## config.mk

```make
export PLATFORM = sky130hd
export DESIGN_NAME = usb_rx_rcu_flat
export DESIGN_NICKNAME = d
export VERILOG_FILES = /design/src/rtl/usb_rx_pkg.sv /design/src/rtl/usb_rx_rcu_if.sv /design/src/rtl/flex_counter.sv /design/src/rtl/usb_rx_rcu.sv /design/src/flat_wrapper.sv
export SDC_FILE = /design/constraint.sdc
export NUM_CORES = 1
export LEC_CHECK = 0
export ABC_CLOCK_PERIOD_IN_PS = 1800
export CORE_UTILIZATION = 47
export DETAILED_ROUTE_END_ITERATION = 8
export PLACE_DENSITY_LB_ADDON = 0.12
export SKIP_CTS_REPAIR_TIMING = 1
export SLEW_MARGIN = 15
export SYNTH_ARGS = -nofsm -noshare
export SYNTH_HDL_FRONTEND = slang
export SYNTH_SLANG_ARGS = --single-unit
```

## constraint.sdc

```tcl
create_clock -name clk_i -period 1.8 [get_ports clk_i]
set_input_delay 0.27 -clock clk_i [delete_from_list [all_inputs] [get_ports clk_i]]
set_output_delay 0.27 -clock clk_i [all_outputs]
set_load 0.05 [all_outputs]
```

## src/rtl/usb_rx_pkg.sv

```systemverilog
// Shared types and constants for the USB full-speed receive path.
package usb_rx_pkg;

    localparam logic [7:0]  SYNC_BYTE = 8'h80;
    localparam int unsigned BYTE_BITS = 8;
    localparam int unsigned CNT_BITS  = 4;

    typedef enum logic [3:0] {
        StIdle    = 4'd0,
        StStart   = 4'd1,
        StSync    = 4'd2,
        StCheck   = 4'd3,
        StRecv    = 4'd4,
        StStore   = 4'd5,
        StEopWait = 4'd6,
        StErrWait = 4'd7,
        StErrIdle = 4'd8
    } rcu_state_t;

endpackage

```

## src/rtl/usb_rx_rcu_if.sv

```systemverilog
// Signals between the line-side receive blocks (master) and the receive control unit (slave).
interface usb_rx_rcu_if;

    logic       d_edge;
    logic       eop;
    logic       en_sample;
    logic [7:0] rcv_data;
    logic       timer_clear;
    logic       rcving;
    logic       w_enable;
    logic       r_error;

    modport master (
        output d_edge, eop, en_sample, rcv_data,
        input  timer_clear, rcving, w_enable, r_error
    );

    modport slave (
        input  d_edge, eop, en_sample, rcv_data,
        output timer_clear, rcving, w_enable, r_error
    );

endinterface

```

## src/rtl/flex_counter.sv

```systemverilog
// Counter over 0..rollover_val-1; rollover_flag marks the last value so callers can gate it.
module flex_counter #(
    parameter int unsigned NUM_CNT_BITS = 4
) (
    input  logic                    clk_i,
    input  logic                    n_rst_i,
    input  logic                    clear_i,
    input  logic                    count_enable_i,
    input  logic [NUM_CNT_BITS-1:0] rollover_val_i,
    output logic [NUM_CNT_BITS-1:0] count_out_o,
    output logic                    rollover_flag_o
);

    localparam logic [NUM_CNT_BITS-1:0] One = NUM_CNT_BITS'(1);

    logic [NUM_CNT_BITS-1:0] count_q, count_d;

    assign rollover_flag_o = (count_q == (rollover_val_i - One));
    assign count_out_o     = count_q;

    always_comb begin
        count_d = count_q;
        if (clear_i) begin
            count_d = '0;
        end else if (count_enable_i) begin
            count_d = rollover_flag_o ? '0 : (count_q + One);
        end
    end

    always_ff @(posedge clk_i or negedge n_rst_i) begin
        if (!n_rst_i) begin
            count_q <= '0;
        end else begin
            count_q <= count_d;
        end
    end

endmodule

```

## src/rtl/usb_rx_rcu.sv

```systemverilog
// Receive control unit: sequences the sample timer, frames bytes, checks SYNC and commits data.
import usb_rx_pkg::*;

module usb_rx_rcu (
    input  logic          clk_i,
    input  logic          n_rst_i,
    usb_rx_rcu_if.slave   bus
);

    localparam logic [CNT_BITS-1:0] ByteBitsCnt = CNT_BITS'(BYTE_BITS);

    rcu_state_t          state_q, state_d;
    logic [CNT_BITS-1:0] bit_cnt;
    logic                cnt_last;
    logic                cnt_clear;
    logic                cnt_en;
    logic                byte_done;
    logic                eop_seen_q, eop_seen_d;
    logic                timer_clear_q;
    logic                rcving_q;
    logic                w_enable_q;
    logic                r_error_q;

    assign cnt_clear = (state_q == StStart) || (state_q == StStore);
    assign cnt_en    = bus.en_sample && ((state_q == StSync) || (state_q == StRecv));
    assign byte_done = bus.en_sample && cnt_last;

    flex_counter #(
        .NUM_CNT_BITS (CNT_BITS)
    ) u_bit_cnt (
        .clk_i           (clk_i),
        .n_rst_i         (n_rst_i),
        .clear_i         (cnt_clear),
        .count_enable_i  (cnt_en),
        .rollover_val_i  (ByteBitsCnt),
        .count_out_o     (bit_cnt),
        .rollover_flag_o (cnt_last)
    );

    // An error entered via SE0 already counts as having seen EOP; a bad SYNC must wait for it.
    assign eop_seen_d = (state_q == StErrWait) ? (eop_seen_q || bus.eop) : bus.eop;

    always_comb begin
        state_d = state_q;
        unique case (state_q)
            StIdle:    if (bus.d_edge) state_d = StStart;
            StStart:   state_d = StSync;
            StSync: begin
                if (bus.en_sample && bus.eop) begin
                    state_d = StErrWait;
                end else if (byte_done) begin
                    state_d = StCheck;
                end
            end
            StCheck:   state_d = (bus.rcv_data == SYNC_BYTE) ? StRecv : StErrWait;
            StRecv: begin
                if (bus.en_sample && bus.eop) begin
                    state_d = (bit_cnt == '0) ? StEopWait : StErrWait;
                end else if (byte_done) begin
                    state_d = StStore;
                end
            end
            StStore:   state_d = StRecv;
            StEopWait: if (bus.d_edge && !bus.eop) state_d = StIdle;
            StErrWait: if (bus.d_edge && !bus.eop && eop_seen_q) state_d = StErrIdle;
            StErrIdle: if (bus.d_edge) state_d = StStart;
            default:   state_d = StIdle;
        endcase
    end

    always_ff @(posedge clk_i or negedge n_rst_i) begin
        if (!n_rst_i) begin
            state_q       <= StIdle;
            eop_seen_q    <= 1'b0;
            timer_clear_q <= 1'b0;
            rcving_q      <= 1'b0;
            w_enable_q    <= 1'b0;
        end else begin
            state_q       <= state_d;
            eop_seen_q    <= eop_seen_d;
            timer_clear_q <= (state_d == StStart);
            rcving_q      <= (state_d != StIdle) && (state_d != StErrIdle);
            w_enable_q    <= (state_d == StStore);
        end
    end

    always_ff @(posedge clk_i or negedge n_rst_i) begin
        if (!n_rst_i) begin
            r_error_q <= 1'b0;
        end else if (state_d == StStart) begin
            r_error_q <= 1'b0;
        end else if (state_d == StErrWait) begin
            r_error_q <= 1'b1;
        end
    end

    assign bus.timer_clear = timer_clear_q;
    assign bus.rcving      = rcving_q;
    assign bus.w_enable    = w_enable_q;
    assign bus.r_error     = r_error_q;

endmodule

```

## src/flat_wrapper.sv

```systemverilog
// flat-port wrapper written by rule: the top's interface ports become plain ports
module usb_rx_rcu_flat 
  (clk_i, n_rst_i, bus_d_edge, bus_eop, bus_en_sample, bus_rcv_data, bus_timer_clear, bus_rcving, bus_w_enable, bus_r_error);
  usb_rx_rcu_if bus_i ();
  input  logic clk_i;
  input  logic n_rst_i;
  input wire logic [$bits(bus_i.d_edge)-1:0] bus_d_edge;
  input wire logic [$bits(bus_i.eop)-1:0] bus_eop;
  input wire logic [$bits(bus_i.en_sample)-1:0] bus_en_sample;
  input wire logic [$bits(bus_i.rcv_data)-1:0] bus_rcv_data;
  output wire logic [$bits(bus_i.timer_clear)-1:0] bus_timer_clear;
  output wire logic [$bits(bus_i.rcving)-1:0] bus_rcving;
  output wire logic [$bits(bus_i.w_enable)-1:0] bus_w_enable;
  output wire logic [$bits(bus_i.r_error)-1:0] bus_r_error;
  assign bus_i.d_edge = bus_d_edge;
  assign bus_i.eop = bus_eop;
  assign bus_i.en_sample = bus_en_sample;
  assign bus_i.rcv_data = bus_rcv_data;
  assign bus_timer_clear = bus_i.timer_clear;
  assign bus_rcving = bus_i.rcving;
  assign bus_w_enable = bus_i.w_enable;
  assign bus_r_error = bus_i.r_error;
  usb_rx_rcu u_core (.clk_i(clk_i), .n_rst_i(n_rst_i), .bus(bus_i));
endmodule
```

# After elaboration in Yosys (flattened, before gate mapping)
# Index checks and enable logic that the tools add are counted.
# W data, S select, Z words.
# totals
ff_bits,13
output_inout_bits,4
elab_cells,54
# op_classes
addsub,1
eq_ne,14
muxes,16
reduce_logical,16
# ops
op,count
$mux W4,10
$pmux W4 S8,1
$eq A4 B3 Y1 const B,7
$eq A4 B1 Y1 const B,2
$eq A4 B2 Y1 const B,2
$eq A8 B8 Y1 const B,1
$logic_not A4 Y1,2
$logic_and A1 B1 Y1,6
$add A4 B1 Y4 const B,1
$eq A4 B4 Y1 const B,1
$mux W1,4
$ne A4 B4 Y1 const B,1
$reduce_bool A2 Y1,2
$reduce_bool A4 Y1,1
$logic_or A1 B1 Y1,3
$mux W2,1
$reduce_or A2 Y1,1
$logic_not A1 Y1,1

# Longest topological paths before layout
# depth
depth_word,8
depth_mapped,6
depth_no_buf,6

# Modules after synthesis
# From an unflattened synthesis, not the netlist that was laid out.
# unflattened
hier_cells,89
area_unflattened_um2,909.6
# modules_own_cells
module,n_inst,cells_per_inst,area_each_um2
usb_rx_rcu,1,57,576.8
flex_counter,1,32,332.8

# Worst setup path before layout
# Ideal clock, no wire load.
# synth_path
path_kind,register -> register
start,reg u_core.state_q[2]
end,reg u_core.u_bit_cnt.count_q[3] (netlist: u_core.u_bit_cnt.count_out_o[3])
setup_time_ps,77
arrival_ps,1384
t_required_ps,1723
setup_slack_ps,339
path_stages_with_launch,6
period_less_slack_ps,1461
path_cell_list,dfrtp_1 buf_6 xor2_2 nand3_2 or4_1 a21oi_1
# synth_via
elab_chain_cells,4
# synth_lines
item,line,source
from (decl),usb_rx_rcu.sv:12,"rcu_state_t state_q, state_d;"
from (signal assigned),usb_rx_rcu.sv:73,state_q <= StIdle;
from (signal assigned),usb_rx_rcu.sv:79,state_q <= state_d;
$eq A4 B2 Y1 / $eq A4 B3 Y1 (equally long branches),usb_rx_rcu.sv:25,assign cnt_en = bus.en_sample && ((state_q == StSync) || (state_q == StRecv));
$logic_or A1 B1 Y1,usb_rx_rcu.sv:25,
$logic_and A1 B1 Y1,usb_rx_rcu.sv:25,
$reduce_bool A2 Y1 (no line),n/a,
to (signal assigned),flex_counter.sv:34,count_q <= count_d;
to (decl),flex_counter.sv:16,"logic [NUM_CNT_BITS-1:0] count_q, count_d;"
# Several ways; a longest one is shown, not always the timed one.
# A chain may end at the register's enable or synchronous reset.

# Final worst setup path
# layout_path
start,reg u_core.r_error_q (netlist: u_core.bus.r_error)
end,out bus_r_error
# layout_rtl
item,line,source
from (decl),usb_rx_rcu.sv:22,logic r_error_q;
from (signal assigned),usb_rx_rcu.sv:89,r_error_q <= 1'b0;
from (signal assigned),usb_rx_rcu.sv:91,r_error_q <= 1'b0;
from (signal assigned),usb_rx_rcu.sv:93,r_error_q <= 1'b1;
to (decl),flat_wrapper.sv:14,output wire logic [$bits(bus_i.r_error)-1:0] bus_r_error;
# No word-level cell between the ends.

==> results.txt <==
status -> finished clean
most frequent cells in the layout -> 16 x clkdlybuf4s50_1, 13 x dfrtp_1, 7 x inv_1, 6 x nand2_1, 6 x nor2_1
final period utilization -> 93.7%
clk_lat worst skew -> 0.27 ns
mean area per synthesized cell -> 9.88 um2
CP max stage delay -> 0.80 ns
Nets -> 110
Worst Clk Skew -> 0.00173 ns
drt total wl -> 1460 um
number of cells on the critical path -> 1
fmax -> 593 MHz
Worst-path clk slew -> 0.08 ns
VDD IR-drop max -> 0.821 mV
P_sw -> 564 uW
internal reg-to-reg setup slack -> 0.13 ns
die area -> 1740 um2
cells along the critical path -> clkdlybuf4s50_1
number of global-route vias before repair -> 565
Clock Sinks -> 13
IO buf count -> 16
slowest CP cell -> clkdlybuf4s50_1
number of max-cap violations -> 0
die width -> 41.7 um
Via density -> 5.62
Worst-Margin Slew -> 0.552 ns
WL per Instance -> 13.4 um
IO Pins -> 17
EDFF count, synth -> 0
ratio of cells with drive above 1 in the final layout -> 12.8%
DP HPWL -> 1110 um
hold crit path type -> input pin to async pin
# setup viols final -> 0
first-pass GRT wire length -> 2350 um
initial antenna violation count -> 0
Tmin final -> 1.69 ns
Yosys reg bits -> 13
final hold viol count -> 0
Power Density -> 1360 nW/um2
CTS tree -> yes
CTS Buf Count -> 3
Area growth syn-to-layout -> 27.7%
final cell count without fillers -> 109
top cell type's share of synthesized area -> 43.9%
Final ANT Viol Nets -> 0
diode count -> 0
Vias -> 613
core region area -> 1380 um2
pin count of the biggest net entering global routing -> 14
critical path arrival -> 1.42 ns
top cells by area, synth -> dfrtp_1 44%, inv_1 3.5%, ha_1 3.4%
Leak -> 0.000416 uW
Pins Over Slew Limit -> 0
routability cong. -> 0.774
P_int -> 727 uW
Max-slew headroom -> 63.1%
Logic pwr share -> 46.6%
Power Total -> 1290 uW
DRT Pass-1 Iters -> 4
startpoint types -> flop
H-tree levels -> 1
clock share of power -> 13.8%
synthesized cell area -> 741 um2
Syn Nets -> 90
Worst Reg-to-Reg Cells -> 4
post-synthesis sequential area ratio -> 43.9%
Reg power frac -> 39.6%
Worst Path Required -> 1.53 ns
CP bufs+invs -> 1
Cell variety after synth -> 39
CTS Buffer Depth -> 2
commonest non-fill, non-tap cell in the layout -> clkdlybuf4s50_1
Initial Util -> 53.6%
FFs w/ async S/R, synth -> 100%
ys flop type -> dfrtp_1
Core Util, Final -> 68.4%
Syn. warnings -> 0
Vert. Die Dim -> 41.7 um
CP Max Fanout -> 2
endpoint type of the worst setup path -> output pin
Inst Count DP -> 105
post-synthesis cell count -> 75
Switching Fraction -> 43.7%
clk root buf -> clkbuf_4
DR DRC count -> 0
GRT Total Usage -> 18.0%
cell taking the most area after synthesis -> dfrtp_1
Initial DRC Count -> 12
CP delay by family, top -> buffers and inverters
Worst Path Class, Setup -> flop to output pin
std cell rows -> 13
GR Overflow Total -> 0
RSZ-0062 raised after global routing -> false
==> worst paths after layout <==
check,startpoint,end
hold / removal,n_rst_i,u_core.u_bit_cnt.count_out_o[1]
max in group asynchronous,n_rst_i,u_core.state_q[3]
setup / recovery,u_core.bus.r_error,bus_r_error
setup reg to reg,u_core.state_q[1],u_core.bus.r_error
hold reg to reg,u_core.bus.r_error,u_core.bus.r_error
min in group clk_i,u_core.bus.r_error,u_core.bus.r_error
==> sequential cells by signal (all words and copies together), names as in the netlist <==
register	flops
u_core.eop_seen_q	1
u_core.state_q	4
u_core.bus.r_error	1
u_core.u_bit_cnt.count_out_o	4
u_core.bus.timer_clear	1
u_core.bus.rcving	1
u_core.bus.w_enable	1
==> layer usage <==
layer | up-vias | global-route usage, % | wire [um]
li1 | 313 | - | -
met4 | 0 | 13.5 | 44
met5 | - | 0 | 0
met3 | 5 | 1.74 | 83
met1 | 278 | 21.7 | 699
met2 | 17 | 29.4 | 636
==> cell usage after synthesis (2+ instances only) <==
master / n
dfrtp_1: 13
inv_1: 7
nand2_1: 6
nor2_1: 6
nand2b_1: 3
nor3_1: 3
a2111o_1: 2
a21oi_1: 2
ha_1: 2
nand3_1: 2
==> cells by family after synthesis <==
kind of cell	count (synthesis)	share of synthesized area [%]
AND/OR/NAND/NOR	33	26.0
multiplexers	1	1.35
XOR/XNOR	2	3.38
AO/OA/AOI/OAI	14	15.5
adder cells (fa/ha/maj)	2	3.38
buffers and inverters	10	6.42
flip-flops	13	43.9
==> final cells by class <==
cell class	instances	area, um2
flip-flops and latches	13	325
inverters	7	26.3
fillers	112	437
multi-input cells	52	374
clock buffers	4	26.3
well taps	15	18.8
repair buffers	18	175
==> power groups by stage <==
stage | clock network [uW] | registers (uW) | logic, uW
finish | 178 | 510 | 602
global route | 196 | 525 | 657
CTS | 183 | 508 | 602
detailed placement | 0 | 514 | 597
global placement | 0 | 512 | 588
floorplan | 0 | 530 | 443
==> through the flow <==
| step | instance area, um2 | hold WS (ns) | TNS, ns | worst slack [ns] |
|---|---|---|---|---|
| 5_1_grt | 946 | 0.405 | 0 | 0.0738 |
| 2_1_floorplan | 741 | -0.0256 | 0 | 0.339 |
| 3_5_place_dp | 913 | 0.515 | -0.142 | -0.0543 |
| 4_1_cts | 940 | 0.361 | 0 | 0.101 |
| 3_3_place_gp | 913 | 0.516 | -0.0629 | -0.0319 |
| 6_report | 946 | 0.349 | 0 | 0.114 |
Note: power is estimated with default switching activity, not from simulation.
